==> src/rtl/display_pkg.sv <==
// Shared types and constants for the 8x8 LED grid scan driver.
// Contents:
//   GRID_W / ROW_W / ROW_BITS / CELLS / BIT_W  geometry and counter widths
//   disp_state_t                               scan FSM state encoding
//   row_word()                                 16-bit word shifted out for one row
package display_pkg;

    localparam int unsigned GRID_W   = 8;
    localparam int unsigned ROW_W    = 3;
    localparam int unsigned ROW_BITS = 16;
    localparam int unsigned CELLS    = GRID_W * GRID_W;
    localparam int unsigned BIT_W    = $clog2(ROW_BITS);

    typedef enum logic [2:0] {
        IDLE,
        LOAD,
        SHIFT_LO,
        SHIFT_HI,
        LATCH
    } disp_state_t;

    // Column byte (col7 in the MSB, shifted first) followed by the active-low row select.
    function automatic logic [ROW_BITS-1:0] row_word(input logic [CELLS-1:0] frame,
                                                     input logic [ROW_W-1:0]  row);
        logic [GRID_W-1:0] sel;
        sel = ~(GRID_W'(1) << row);
        return {frame[GRID_W*row +: GRID_W], sel};
    endfunction

endpackage

==> src/rtl/row_shifter.sv <==
// 16-bit parallel-load, left-shift register feeding the serial data pin.
// Ports:
//   clk, reset  clock and asynchronous active-high reset
//   load        capture din (has priority over shift)
//   shift       shift left by one, zero filled
//   din         parallel load value
//   msb         current bit 15
module row_shifter
    import display_pkg::*;
(
    input  logic                clk,
    input  logic                reset,
    input  logic                load,
    input  logic                shift,
    input  logic [ROW_BITS-1:0] din,
    output logic                msb
);

    logic [ROW_BITS-1:0] shreg;

    // Shift register storage.
    always_ff @(posedge clk or posedge reset) begin
        if (reset) begin
            shreg <= '0;
        end else if (load) begin
            shreg <= din;
        end else if (shift) begin
            shreg <= {shreg[ROW_BITS-2:0], 1'b0};
        end
    end

    assign msb = shreg[ROW_BITS-1];

endmodule

==> src/rtl/grid_display_driver.sv <==
// Scans a 64-cell Game-of-Life grid onto an 8x8 LED matrix through two
// daisy-chained 8-bit SIPO shift registers. One grid snapshot per frame.
// Ports:
//   clk         system clock
//   reset       asynchronous active-high reset
//   grid_in     cell(r,c) = grid_in[8*r+c]
//   enable      scan continuously while high; a frame in progress always completes
//   sdata       serial data to the shift-register chain
//   sclk        shift clock (chain samples sdata on its rising edge)
//   latch       storage-register clock, high CLK_DIV cycles per row
//   frame_done  one-cycle pulse after the row 7 latch
//   row_idx     row being shifted or latched
module grid_display_driver
    import display_pkg::*;
#(
    parameter int unsigned CLK_DIV = 2
) (
    input  logic                clk,
    input  logic                reset,
    input  logic [CELLS-1:0]    grid_in,
    input  logic                enable,
    output logic                sdata,
    output logic                sclk,
    output logic                latch,
    output logic                frame_done,
    output logic [ROW_W-1:0]    row_idx
);

    localparam int unsigned     DIV_W    = $clog2(CLK_DIV + 1);
    localparam logic [DIV_W-1:0] DIV_LOAD = DIV_W'(CLK_DIV - 1);

    disp_state_t         state, state_next;
    logic [DIV_W-1:0]    div_cnt, div_next;
    logic [BIT_W-1:0]    bit_cnt, bit_next;
    logic [ROW_W-1:0]    row_next;
    logic [CELLS-1:0]    frame, frame_next;
    logic                sdata_next, sclk_next, latch_next, done_next;

    logic [CELLS-1:0]    row_src_c;
    logic [ROW_BITS-1:0] sh_din_c;
    logic                sh_load_c, sh_shift_c, div_last_c;
    logic                sh_msb;

    // Row 0 reads grid_in directly since the snapshot lands on the same edge.
    assign row_src_c  = (row_idx == '0) ? grid_in : frame;
    assign sh_din_c   = row_word(row_src_c, row_idx);
    assign div_last_c = (div_cnt == '0);

    row_shifter u_row_shifter (
        .clk   (clk),
        .reset (reset),
        .load  (sh_load_c),
        .shift (sh_shift_c),
        .din   (sh_din_c),
        .msb   (sh_msb)
    );

    // Next-state, counters and next output values.
    // The shifter advances as SHIFT_LO ends, so during SHIFT_HI its msb already
    // holds the following bit and sdata can be registered from it on SHIFT_HI exit.
    always_comb begin
        state_next = state;
        bit_next   = bit_cnt;
        row_next   = row_idx;
        frame_next = frame;
        sdata_next = 1'b0;
        done_next  = 1'b0;
        sh_load_c  = 1'b0;
        sh_shift_c = 1'b0;
        div_next   = div_cnt;

        case (state)
            IDLE: begin
                if (enable) begin
                    state_next = LOAD;
                end
            end
            LOAD: begin
                if (row_idx == '0) begin
                    frame_next = grid_in;
                end
                sh_load_c  = 1'b1;
                bit_next   = '0;
                sdata_next = sh_din_c[ROW_BITS-1];
                state_next = SHIFT_LO;
            end
            SHIFT_LO: begin
                sdata_next = sdata;
                if (div_last_c) begin
                    sh_shift_c = 1'b1;
                    state_next = SHIFT_HI;
                end
            end
            SHIFT_HI: begin
                sdata_next = sdata;
                if (div_last_c) begin
                    bit_next = bit_cnt + BIT_W'(1);
                    if (bit_cnt == BIT_W'(ROW_BITS - 1)) begin
                        sdata_next = 1'b0;
                        state_next = LATCH;
                    end else begin
                        sdata_next = sh_msb;
                        state_next = SHIFT_LO;
                    end
                end
            end
            LATCH: begin
                if (div_last_c) begin
                    if (row_idx == ROW_W'(GRID_W - 1)) begin
                        row_next   = '0;
                        done_next  = 1'b1;
                        state_next = enable ? LOAD : IDLE;
                    end else begin
                        row_next   = row_idx + ROW_W'(1);
                        state_next = LOAD;
                    end
                end
            end
            default: begin
                state_next = IDLE;
            end
        endcase

        // Divider reloads on every state entry.
        if (state_next != state) begin
            div_next = DIV_LOAD;
        end else if (!div_last_c) begin
            div_next = div_cnt - DIV_W'(1);
        end

        sclk_next  = (state_next == SHIFT_HI);
        latch_next = (state_next == LATCH);
    end

    // State and registered outputs.
    always_ff @(posedge clk or posedge reset) begin
        if (reset) begin
            state      <= IDLE;
            div_cnt    <= '0;
            bit_cnt    <= '0;
            row_idx    <= '0;
            frame      <= '0;
            sdata      <= 1'b0;
            sclk       <= 1'b0;
            latch      <= 1'b0;
            frame_done <= 1'b0;
        end else begin
            state      <= state_next;
            div_cnt    <= div_next;
            bit_cnt    <= bit_next;
            row_idx    <= row_next;
            frame      <= frame_next;
            sdata      <= sdata_next;
            sclk       <= sclk_next;
            latch      <= latch_next;
            frame_done <= done_next;
        end
    end

endmodule
==> config.mk <==
export PLATFORM = sky130hd
export DESIGN_NAME = grid_display_driver
export DESIGN_NICKNAME = d
export VERILOG_FILES = /design/src/rtl/display_pkg.sv /design/src/rtl/row_shifter.sv /design/src/rtl/grid_display_driver.sv
export SDC_FILE = /design/constraint.sdc
export NUM_CORES = 1
export LEC_CHECK = 0
export CORE_ASPECT_RATIO = 0.6
export CORE_MARGIN = 2
export CORE_UTILIZATION = 49
export DETAILED_ROUTE_END_ITERATION = 12
export HOLD_SLACK_MARGIN = 0.05
export PLACE_DENSITY = 0.76
export SLEW_MARGIN = 40
export SYNTH_ARGS = -nofsm -noshare
export SYNTH_HDL_FRONTEND = slang
export SYNTH_SLANG_ARGS = --single-unit
export TNS_END_PERCENT = 50
==> constraint.sdc <==
create_clock -name clk -period 2.9 [get_ports clk]
set_clock_uncertainty 0.05 [all_clocks]
set_input_delay 0.435 -clock clk [delete_from_list [all_inputs] [get_ports clk]]
set_output_delay 0.435 -clock clk [all_outputs]
set_load 0.02 [all_outputs]
==> results.txt, run 1 <==
The number of endpoints failing setup at the final stage is 0, and the overall fraction of global-route tracks in use is 23.8%. Via count normalized by instance count: 5.84. Data on the critical path is required at its endpoint by 3.06 ns. The type of the most critical hold path was reg -> reg. The detailed router finished its first iteration with 291 violations.

Summing over every cut layer, the via total after detailed routing is 3913. The clock root buffer master is clkbuf_16. The tools report the number of antenna violations at the first check in global routing as 0. Summing every instance area after synthesis gives 5020 sq um.

In the synthesized netlist, the number of instances is 456. The number of placed I/O pins is 74, and the largest net degree at the start of global routing is 39. On the worst path, the slowest cell contributes a delay of 0.57 ns. After synthesis, the cell types taking the most area are dfrtp_1 (48%), mux2_2 (15%), nand2_1 (5.5%), a21oi_1 (3.8%), mux4_2 (3.1%). The critical path class was reg -> reg. The combined buffer and inverter count along the critical path is 1. Among all flip-flop cells after synthesis, the most frequent one is dfrtp_1. The top cell family by delay on the critical path is multiplexers. 0 antenna diodes ended up in the layout.

The congestion estimate from routability-driven global placement came to 0.884. The run finished with clean final reports. The number of gates resized after CTS was 0. The number of setup buffers added after CTS is 0. The time the worst path needs with I/O delays and setup is 2.39 ns, and the per-cell routed wire length is 18.5 um. The run gives 12400 um as the total detailed-routing wirelength. The logs give 0 for the count of final max-slew check failures and 19900 um for the first-pass GRT wire length. The logs give 6190 sq um for the cell area after layout and 9910 sq um for the area of the core. The synthesized design devotes to its leading area cell type 47.9% of total area. Sequential elements use 47.9% of the synthesized area.

In this run, synthesis inferred 0 flip-flops with an integrated enable. dfrtp_1 takes more of the synthesized area than any other cell. The pre-antenna-repair detailed-routing pass consisted of 5 iterations. The slowest cell on the critical path was mux4_2. The floorplan has 28 rows.

The share of synthesized flip-flops with an asynchronous set or reset is 100%. The layout has 807 filler cells. The clock transition at the registers of the reported paths was 0.06 ns; the number of port buffers was 73.

For this configuration, the core starts out at a cell density of 50.6%. Slew at the pin closest to its max-slew limit: 0.702 ns. Along the worst path, the maximum fanout reaches 10.

For the residual overflow from global routing, the log shows 0. In the final timing run, aggregate negative setup slack is 0 ns. Overall power consumption after layout is estimated at 2820 uW.

The run gives 0 as the remaining routing DRC violations. Highest achievable clock rate: 418 MHz. The number of maximum-capacitance violations came out at 0.

Clock latency on the worst-skew pair: 0.34 ns. The startpoint class of the critical path was a register. In the final layout, the share of cells above drive strength 1 is 21.5%.

The logs give 0 for the number of failing hold endpoints at the final stage and 3814 for the number of global-route vias before repair. The number of nets in the finished design came out at 605. The synthesized area per cell is 11.0 sq um. The H-tree was split into 3 levels. For the number of clock buffers inserted by TritonCTS, the log shows 9.

The area growth from synthesis to final layout came out at 23.3%. The endpoint class of the critical path is a register. The number of synthesized register bits works out to 96. The clock drives 96 sinks. In this run the tightest slew margin relative to its limit is 53.1%. The arrival time at the worst endpoint was 2.56 ns; the post-cts hold buffer count was 0. Setup repair after global routing left no endpoint under its margin. The maximum clock insertion buffer count is 2.

The post-detailed-placement cell area is 5890 sq um, and the yosys synthesis warning count is 0. The worst-case IR drop observed on VDD is 0.000314 V. In this run the power density over the cells is 456 nW/um^2. For the floorplan die area, the log shows 11100 sq um. For the number of nets in the synthesized netlist, the log shows 531.

The floorplan die height was 82.4 um; the count of distinct cell types in the synthesized netlist was 43. The count of antenna-violating nets left after detailed routing is 0. TritonCTS built the clock tree.

The final cycle utilization of the critical path is 82.5%. In this run the horizontal extent of the chip is 135 um. The detailed placer's ending HPWL is 9100 um, and the core occupancy in the finished layout is 62.4%. The critical path goes through inv_1 -> ha_1 -> nor2b_4 -> mux4_2 -> a211oi_1 -> nor3_2. For this design the static power due to leakage is 0.00262 uW.
routing by layer:
layer / GRT usage (%) / vias to the layer above / wire [um] / share of wire, %
li1: - / 1798 / - / -
met1: 34.7 / 1930 / 5700 / 46
met2: 34.8 / 175 / 5370 / 43
met3: 7.33 / 10 / 1200 / 9.7
met4: 5.79 / 0 / 99 / 0.80
met5: 0 / - / 0 / 0
path summary, 6_finish.rpt:
path                            start                       to  slack (ns)  cells after the start
setup / recovery           row_idx[0]  u_row_shifter.shreg[10]        0.51                      6
hold / removal              frame[56]                frame[56]        0.45                      1
setup reg to reg           row_idx[0]  u_row_shifter.shreg[10]        0.51                      6
hold reg to reg             frame[56]                frame[56]        0.45                      1
max in group asynchronous       reset                frame[44]        1.64                      3
min in group asynchronous       reset                frame[55]        0.50                      2
power breakdown:
| group | switching [uW] | total (uW) | internal [uW] | leakage [uW] |
|---|---|---|---|---|
| Sequential | 22.7 | 1410 | 1380 | 0.00115 |
| Clock | 486 | 1200 | 713 | 0.000150 |
| Combinational | 81.7 | 216 | 134 | 0.00132 |
| Total | 590 | 2820 | 2230 | 0.00262 |
worst register-to-register path, stage by stage (launching register included):
cell and delay (ns):
dfrtp_1 0.38, inv_1 0.08, ha_1 0.18, nor2b_4 0.40
mux4_2 0.58, a211oi_1 0.52, nor3_2 0.07
area by class of cell:
type                            count  area [sq um]  share of cell area, %
Timing Repair Buffer               91           891                   14.4
Multi-Input combinational cell    322          2390                   38.5
Sequential cell                    96          2400                   38.8
Clock inverter                      3          40.0                  0.647
Tap cell                          135           169                   2.73
Inverter                           10          41.3                  0.667
Clock buffer                       13           260                   4.20
placed cells by master, fill, tap and decap left out, types with 4 or more instances in the layout:
master / n
dfrtp_1: 96
nand2_1: 74
clkdlybuf4s50_1: 73
mux2_2: 65
a21oi_1: 38
o21ai_0: 16
buf_4: 16
mux2i_1: 14
nor2_1: 12
a211oi_1: 11
nor4_1: 10
clkbuf_16: 9
o22ai_1: 8
ha_1: 8
inv_1: 7
mux4_2: 7
o2bb2ai_1: 7
nor2b_1: 7
a31oi_1: 6
nor3_1: 5
nand2b_1: 4
o21ai_1: 4
nor3_2: 4
sequential cells by signal, summed over array words and instances, names as in the netlist:
name                 cells
state                    3
frame                   64
sdata                    1
div_cnt                  2
latch                    1
u_row_shifter.shreg     16
frame_done               1
row_idx                  3
sclk                     1
bit_cnt                  4
cells in the mapped netlist, types with 3 or more instances:
cell	instances
a211oi_1	11
a21oi_1	38
a31oi_1	6
buf_2	11
buf_4	5
buf_6	3
clkbuf_1	6
dfrtp_1	96
ha_1	8
inv_1	8
mux2_2	65
mux2i_1	14
mux4_2	7
nand2_1	74
nand2b_1	4
nor2_1	12
nor2b_1	7
nor3_1	5
nor3_2	4
nor4_1	10
o21ai_0	16
o21ai_1	4
o22ai_1	8
o2bb2ai_1	7
stage by stage:
stage                     hold WS (ns)  setup WS [ns]  cells
after detailed placement         0.438          0.550    654
final                            0.451          0.508    670
after global placement           0.431          0.658    654
after global routing             0.462          0.373    670
after floorplan                  0.400          0.499    456
after CTS                        0.453          0.538    670
kinds of logic (layout without fill, tap and decap cells):
| group | Yosys count | after routing | share of synthesized area [%] |
|---|---|---|---|
| flops | 96 | 96 | 47.9 |
| simple gates | 125 | 125 | 11.8 |
| mux | 87 | 87 | 21.0 |
| compound gates | 101 | 101 | 12.6 |
| buf+inv | 38 | 117 | 4.59 |
| fa+ha+maj | 8 | 8 | 1.99 |
| xor+xnor | 1 | 1 | 0.175 |
Power figures use the tool's default switching activity.
==> run 2: changes to the inputs <==
Clock period 2.9 ns to 2 ns, I/O delays scaled along.
==> results.txt, run 2 (synthesis gave the netlist of run 1 again) <==
The number of H-tree levels is 3. At the end of the flow the core is filled with cells to 66.7%. For the number of endpoints failing setup at the final stage, the log shows 3. The top register by number of flip-flops is frame. The checks that failed: setup timing. Number of placed I/O pins: 74. Once the floorplan was initialized, standard cells occupied 50.6% of the core. The design draws 4060 uW. Global routing finished with a remaining overflow of 0. Along the worst path, the maximum fanout reaches 9.

The die covers 11100 sq um. The count of final max-slew check failures came out at 0. The detail route stage leaves a number of antenna-violating nets equal to 0. The top cell types in the final layout, fill and taps aside, are dfrtp_1 (95), nand2_1 (70), clkdlybuf4s50_1 (70). The later pin in the worst-skew pair is clocked with a latency of 0.35 ns. Clock-pin slew was measured on the worst setup and hold paths at 0.06 ns. The type of the most critical hold path was in -> async.

The number of failing hold endpoints at the final stage came out at 0. The number of maximum-capacitance violations came out at 0. The floorplan step set the die width to 135 um. The time the worst path needs with I/O delays and setup works out to 2.03 ns.

Buffers inserted during clock tree synthesis total 9. The register with the most flip-flops in the layout has 64 of them. CTS placed an instance of clkbuf_16 at the clock tree root. VDD sags by at most 0.000411 V. The run gives 0 as the number of antenna cells inserted.

The tools report the total leakage power as 0.00282 uW. Setup total negative slack on the finished layout was measured at -0.0574 ns. The final cycle utilization of the critical path is 101%, and the slew at the pin closest to its max-slew limit is 0.509 ns. The beginning of the worst register-to-register path is row_idx[1].

The total detailed-routing wirelength is 13600 um, and the total power per unit cell area is 615 nW/um^2. The final critical-path setup slack is -0.0286 ns. By startpoint and endpoint, the worst setup path is classified as reg -> reg.

Routability-driven placement finished with a final weighted congestion of 0.936. For the number of iterations in the first detailed-routing pass, the log shows 6. Setup repair after global routing could not meet its margin everywhere.

The number of port buffers came out at 73. After the first detailed-routing iteration, the DRC count stood at 354. For this run, design rule violations remaining after detail routing come to 0. The number of antenna violations at the first check in global routing is 0, and the number of global-route vias before repair is 3944.

The share of cells above drive strength 1 works out to 29.8%. Summed over all nets, the half-perimeter wirelength after detailed placement is 9480 um. The reg-to-reg endpoint was u_row_shifter.shreg[12]. The area of the core is 9910 sq um, and the overall fraction of global-route tracks in use is 25.0%.

STA puts the critical path data required time at 2.16 ns. The tools report the area of the multi-input gates as 2510 sq um. Dividing the detail-routed wire length by the instance count gives 19.6 um. The tightest hold path in the finished design has a slack of 0.282 ns. The routed layout has 4132 vias.

The leading cell type in the layout, fill and taps excluded is dfrtp_1. The worst setup path is launched from a register. Once placement finished, the instance area stood at 6110 sq um.

STA classifies the critical path endpoint as a register. The finished cells cover 6610 sq um. In the final design database the tool counted 631 nets. The floorplan die height works out to 82.4 um. Entering global routing, the biggest net connects 31 pins.

The layout has 706 filler cells. For flop-to-flop paths, the worst setup slack is -0.03 ns. Tracing the worst setup path back leads to its startpoint at row_idx[1]. The floorplan has 28 rows.

Dividing the detail-routed via count by the number of cells gives 5.95. Registers take 2400 sq um. The highest achievable clock rate is 493 MHz.

The first global-routing pass estimated 20900 um of wire. CTS saw 96 sinks. The worst-case reg-to-reg path depth is 7.

The area growth from synthesis to layout is 31.7%. The clock passes through at most 2 buffers. TritonCTS built the clock tree.

Data on the critical path arrives at its endpoint at 2.18 ns. The largest registers in the layout are frame x64, u_row_shifter.shreg x16, bit_cnt x4. The relative slew slack came out at 66.0%. The run finished, with violations left.
-- run 2: changes by cell type in the layout (fill, tap and decap cells not counted), moves of 4 or more --
cell / before / now
buf_4: 16 / 31
a21oi_1: 38 / 32
a21oi_2: 0 / 6
buf_12: 2 / 8
buf_6: 0 / 4
nand2_1: 74 / 70
nand2_2: 0 / 4
nor4_1: 10 / 6
-- run 2: layout make-up --
class                      count  area share (%)
clock buffer                  13            4.24
inverter                      10           0.625
multi-input combinational    322            38.0
sequential                    96            36.4
tap                          135            2.56
timing repair buffer         117            18.1
clock inverter                 2           0.189
-- run 2: per-layer routing --
| metal | routed length (um) | track usage [%] |
|---|---|---|
| met1 | 6180 | 34.7 |
| met2 | 6110 | 39.1 |
| met3 | 1160 | 8.00 |
| met4 | 140 | 4.84 |
| met5 | 0 | 0 |
-- run 2: worst max path at each step --
stage | cells past startpoint | to
after CTS | 7 | u_row_shifter.shreg[10]
after global routing | 8 | sdata
after global placement | 10 | u_row_shifter.shreg[9]
final | 7 | u_row_shifter.shreg[12]
after floorplan | 9 | frame[0]
after detailed placement | 10 | u_row_shifter.shreg[8]
-- run 2: power breakdown --
| group | internal [uW] | switching, uW | total, uW |
|---|---|---|---|
| clock network | 971 | 724 | 1690 |
| logic | 201 | 126 | 327 |
| registers | 2010 | 33.7 | 2040 |
| total | 3180 | 884 | 4060 |
-- run 2: critical path, cell delays in order (launching register included) --
cell and delay [ns]:
dfrtp_1 0.37, inv_2 0.07, buf_4 0.13, buf_4 0.16, nand2_1 0.33, o21ai_0 0.22
nor4_1 0.44, a211oi_1 0.10
-- run 2: per-stage QoR --
| step | cells | setup WS [ns] |
|---|---|---|
| 6_report | 695 | -0.0286 |
| 5_1_grt | 695 | -0.0627 |
| 3_5_place_dp | 674 | -0.132 |
| 3_3_place_gp | 674 | -0.0775 |
| 2_1_floorplan | 456 | -0.401 |
| 4_1_cts | 692 | 0.00369 |
-- run 2: repair_timing --
action,4_1_cts,5_1_grt
resized for setup,13,23
setup buffers,3,3
cloned,0,1
hold buffers,0,0
endpoints found under the setup margin,9,10
endpoints found under the hold margin,0,0
pin swaps,3,8
==> run 3: changes to the inputs <==
Settings changed: CORE_UTILIZATION 49 to 55, PLACE_DENSITY 0.76 to 0.81.
Clock period 2 ns to 2.21 ns, I/O delays scaled along.
==> results.txt, run 3 (synthesis gave the netlist of run 1 again) <==
The logs give 9930 sq um for the floorplan die area and 57.8% for the initial core utilization. The area of the core is 8690 sq um. The critical path goes through clkinv_1 -> ha_1 -> nor2b_4 -> buf_12 -> buf_12 -> nand2_1 -> a21oi_1 -> nor4_1 -> buf_4 -> a211oi_1. Among the stages of the critical path, the cell type that occurs most often is buf_12. The tools report the startpoint class of the critical path as a register.

CTS saw 96 sinks. After routing the design area is 6350 sq um. Total negative slack: 0 ns. The first global-routing pass estimated 20500 um of wire. The tools report the number of placed I/O pins as 74. Clock tree synthesis inserted a total of 9 buffers. STA puts the critical path data required time at 2.39 ns. In the final routed layout, each cell accounts on average for 19.2 um. The slowest cell on the critical path is nor4_1. The worst path uses 96.0% of the clock period. The number of port buffers works out to 73. The largest registers in the layout are frame x64, u_row_shifter.shreg x16, bit_cnt x4. The tree is rooted in a clkbuf_16. The tools report the number of nets in the finished design as 617. The area growth from synthesis to final layout was 26.5%; the peak supply drop was 0.000470 V.

The first detailed-routing pass ran for 5 iterations. For this block, the initial DRC count from the detailed router was 388. Global routing consumed, over all layers together, 27.0% of the routing resources. In this run the worst hold path is classified as in -> async.

The total power per unit cell area is 596 nW/um^2, and the count of antenna-violating nets left after detailed routing is 0. The residual overflow from global routing was 0; the met3 track demand over resource in global routing was 7.93%. Entering global routing, the biggest net connects 66 pins.

Clock transition at the registers of the reported paths: 0.06 ns. Data on the critical path arrives at its endpoint at 2.30 ns. After detailed routing, the number of vias per cell comes to 6.06. The tools report the number of H-tree levels as 3.

For the number of failing hold endpoints at the final stage, the log shows 0. Highest achievable clock rate: 471 MHz. The library cell used most frequently in the layout, excluding fill and tap cells, is dfrtp_1.

Measured along the y axis, the die boundary spans 78.0 um. The die boundary width is 127 um, and the number of antenna violations at the first check in global routing is 0. Across the run, the number of max-cap violations was 0. The number of flip-flops under the largest register name was 64.

The detailed placer's ending HPWL is 8760 um, and the remaining routing DRC violations is 0. TritonCTS built the clock tree. The post-detailed-placement cell area is 5970 sq um, and the fraction of met2 tracks used by global routing is 38.7%.

After floorplanning, the core was divided into 26 placement rows. For this design the static power due to leakage is 0.00272 uW. Setup repair after global routing left no endpoint under its margin.

The clock latency on the worst-skew pair came out at 0.35 ns. The post-route total power came out at 3780 uW. Top register by number of flip-flops: frame. In this design, the stage delay of the slowest critical-path cell is 0.43 ns.

For this design, the CTS-stage hold fixing added 0 buffers. Number of antenna cells inserted: 0. Hold is met by 0.383 ns. Setup violations remaining at the end of the flow were counted as 0. The tools report the maximum clock insertion buffer count as 2.

The count of final max-slew check failures is 0. The tools report the endpoint class of the critical path as a register. The met1 routing resource usage after global routing was 39.2%; the count of vias placed by the detailed router was 3995.

The number of global-route vias before repair was 3931. The smallest clock period supported by the final layout is computed as 2.12 ns. The slew at the pin closest to its max-slew limit works out to 0.558 ns.

For the global placer's final weighted congestion, the log shows 0.940. The global routing's busiest layer is met1. The biggest fanout along the worst timing path was 27. The run finished with clean final reports.

For this block, the routed nets add up to 12700 um of wire. The share of cells above drive strength 1 is 24.1%. The critical path class is reg -> reg.

The library cells used most frequently in the layout, excluding fill and tap cells, are dfrtp_1 (96), nand2_1 (74), clkdlybuf4s50_1 (73). The relative slew slack came out at 62.8%.
[run 3: final cells by class]
class	count	area [sq um]
well taps	112	140
clock buffers	14	284
repair buffers	103	1030
flip-flops and latches	96	2400
multi-input cells	322	2410
inverters	10	41.3
clock inverters	2	35.0
fillers	576	2340
[run 3: worst paths after layout]
check | endpoint | slack (ns) | start | cells after the start
min | div_cnt[0] | 0.38 | reset | 3
max reg2reg | u_row_shifter.shreg[11] | 0.09 | row_idx[1] | 10
min reg2reg | frame[23] | 0.45 | frame[23] | 1
max in group asynchronous | frame[54] | 1.40 | reset | 3
min in group clk | frame[23] | 0.45 | frame[23] | 1
max | u_row_shifter.shreg[11] | 0.09 | row_idx[1] | 10
[run 3: critical path: cells and delay by family (launching register included)]
family | cells | cell delay [ns]
buffers and inverters | 4 | 0.59
and+or+nand+nor | 3 | 0.66
adders and majority gates | 1 | 0.23
AOI/OAI and AO/OA | 2 | 0.10
DFF | 1 | 0.36
[run 3: per-layer routing]
layer  wire, um  vias up
met5          0        -
li1           -     1822
met2       5570      189
met3       1100       23
met1       5770     1961
met4        211        0
[run 3: repair_timing]
action / in CTS / in global routing
setup buffers: 3 / 0
gates resized for setup: 1 / 4
setup endpoints to repair: 2 / 5
endpoints found under the hold margin: 0 / 0
pin swaps: 0 / 1
[run 3: per-stage QoR]
stage	setup WS, ns	instances	util (%)
floorplan	-0.191	456	-
finish	0.0876	659	73.1
global placement	0.0528	640	68.7
detailed placement	-0.0174	640	68.7
CTS	0.0111	659	72.8
global route	0.0189	659	73.1
[run 3: power by group]
group          switching, uW  leakage, uW  internal (uW)
registers               29.7      0.00115           1820
clock network            657     0.000159           1000
logic                    106      0.00141            175
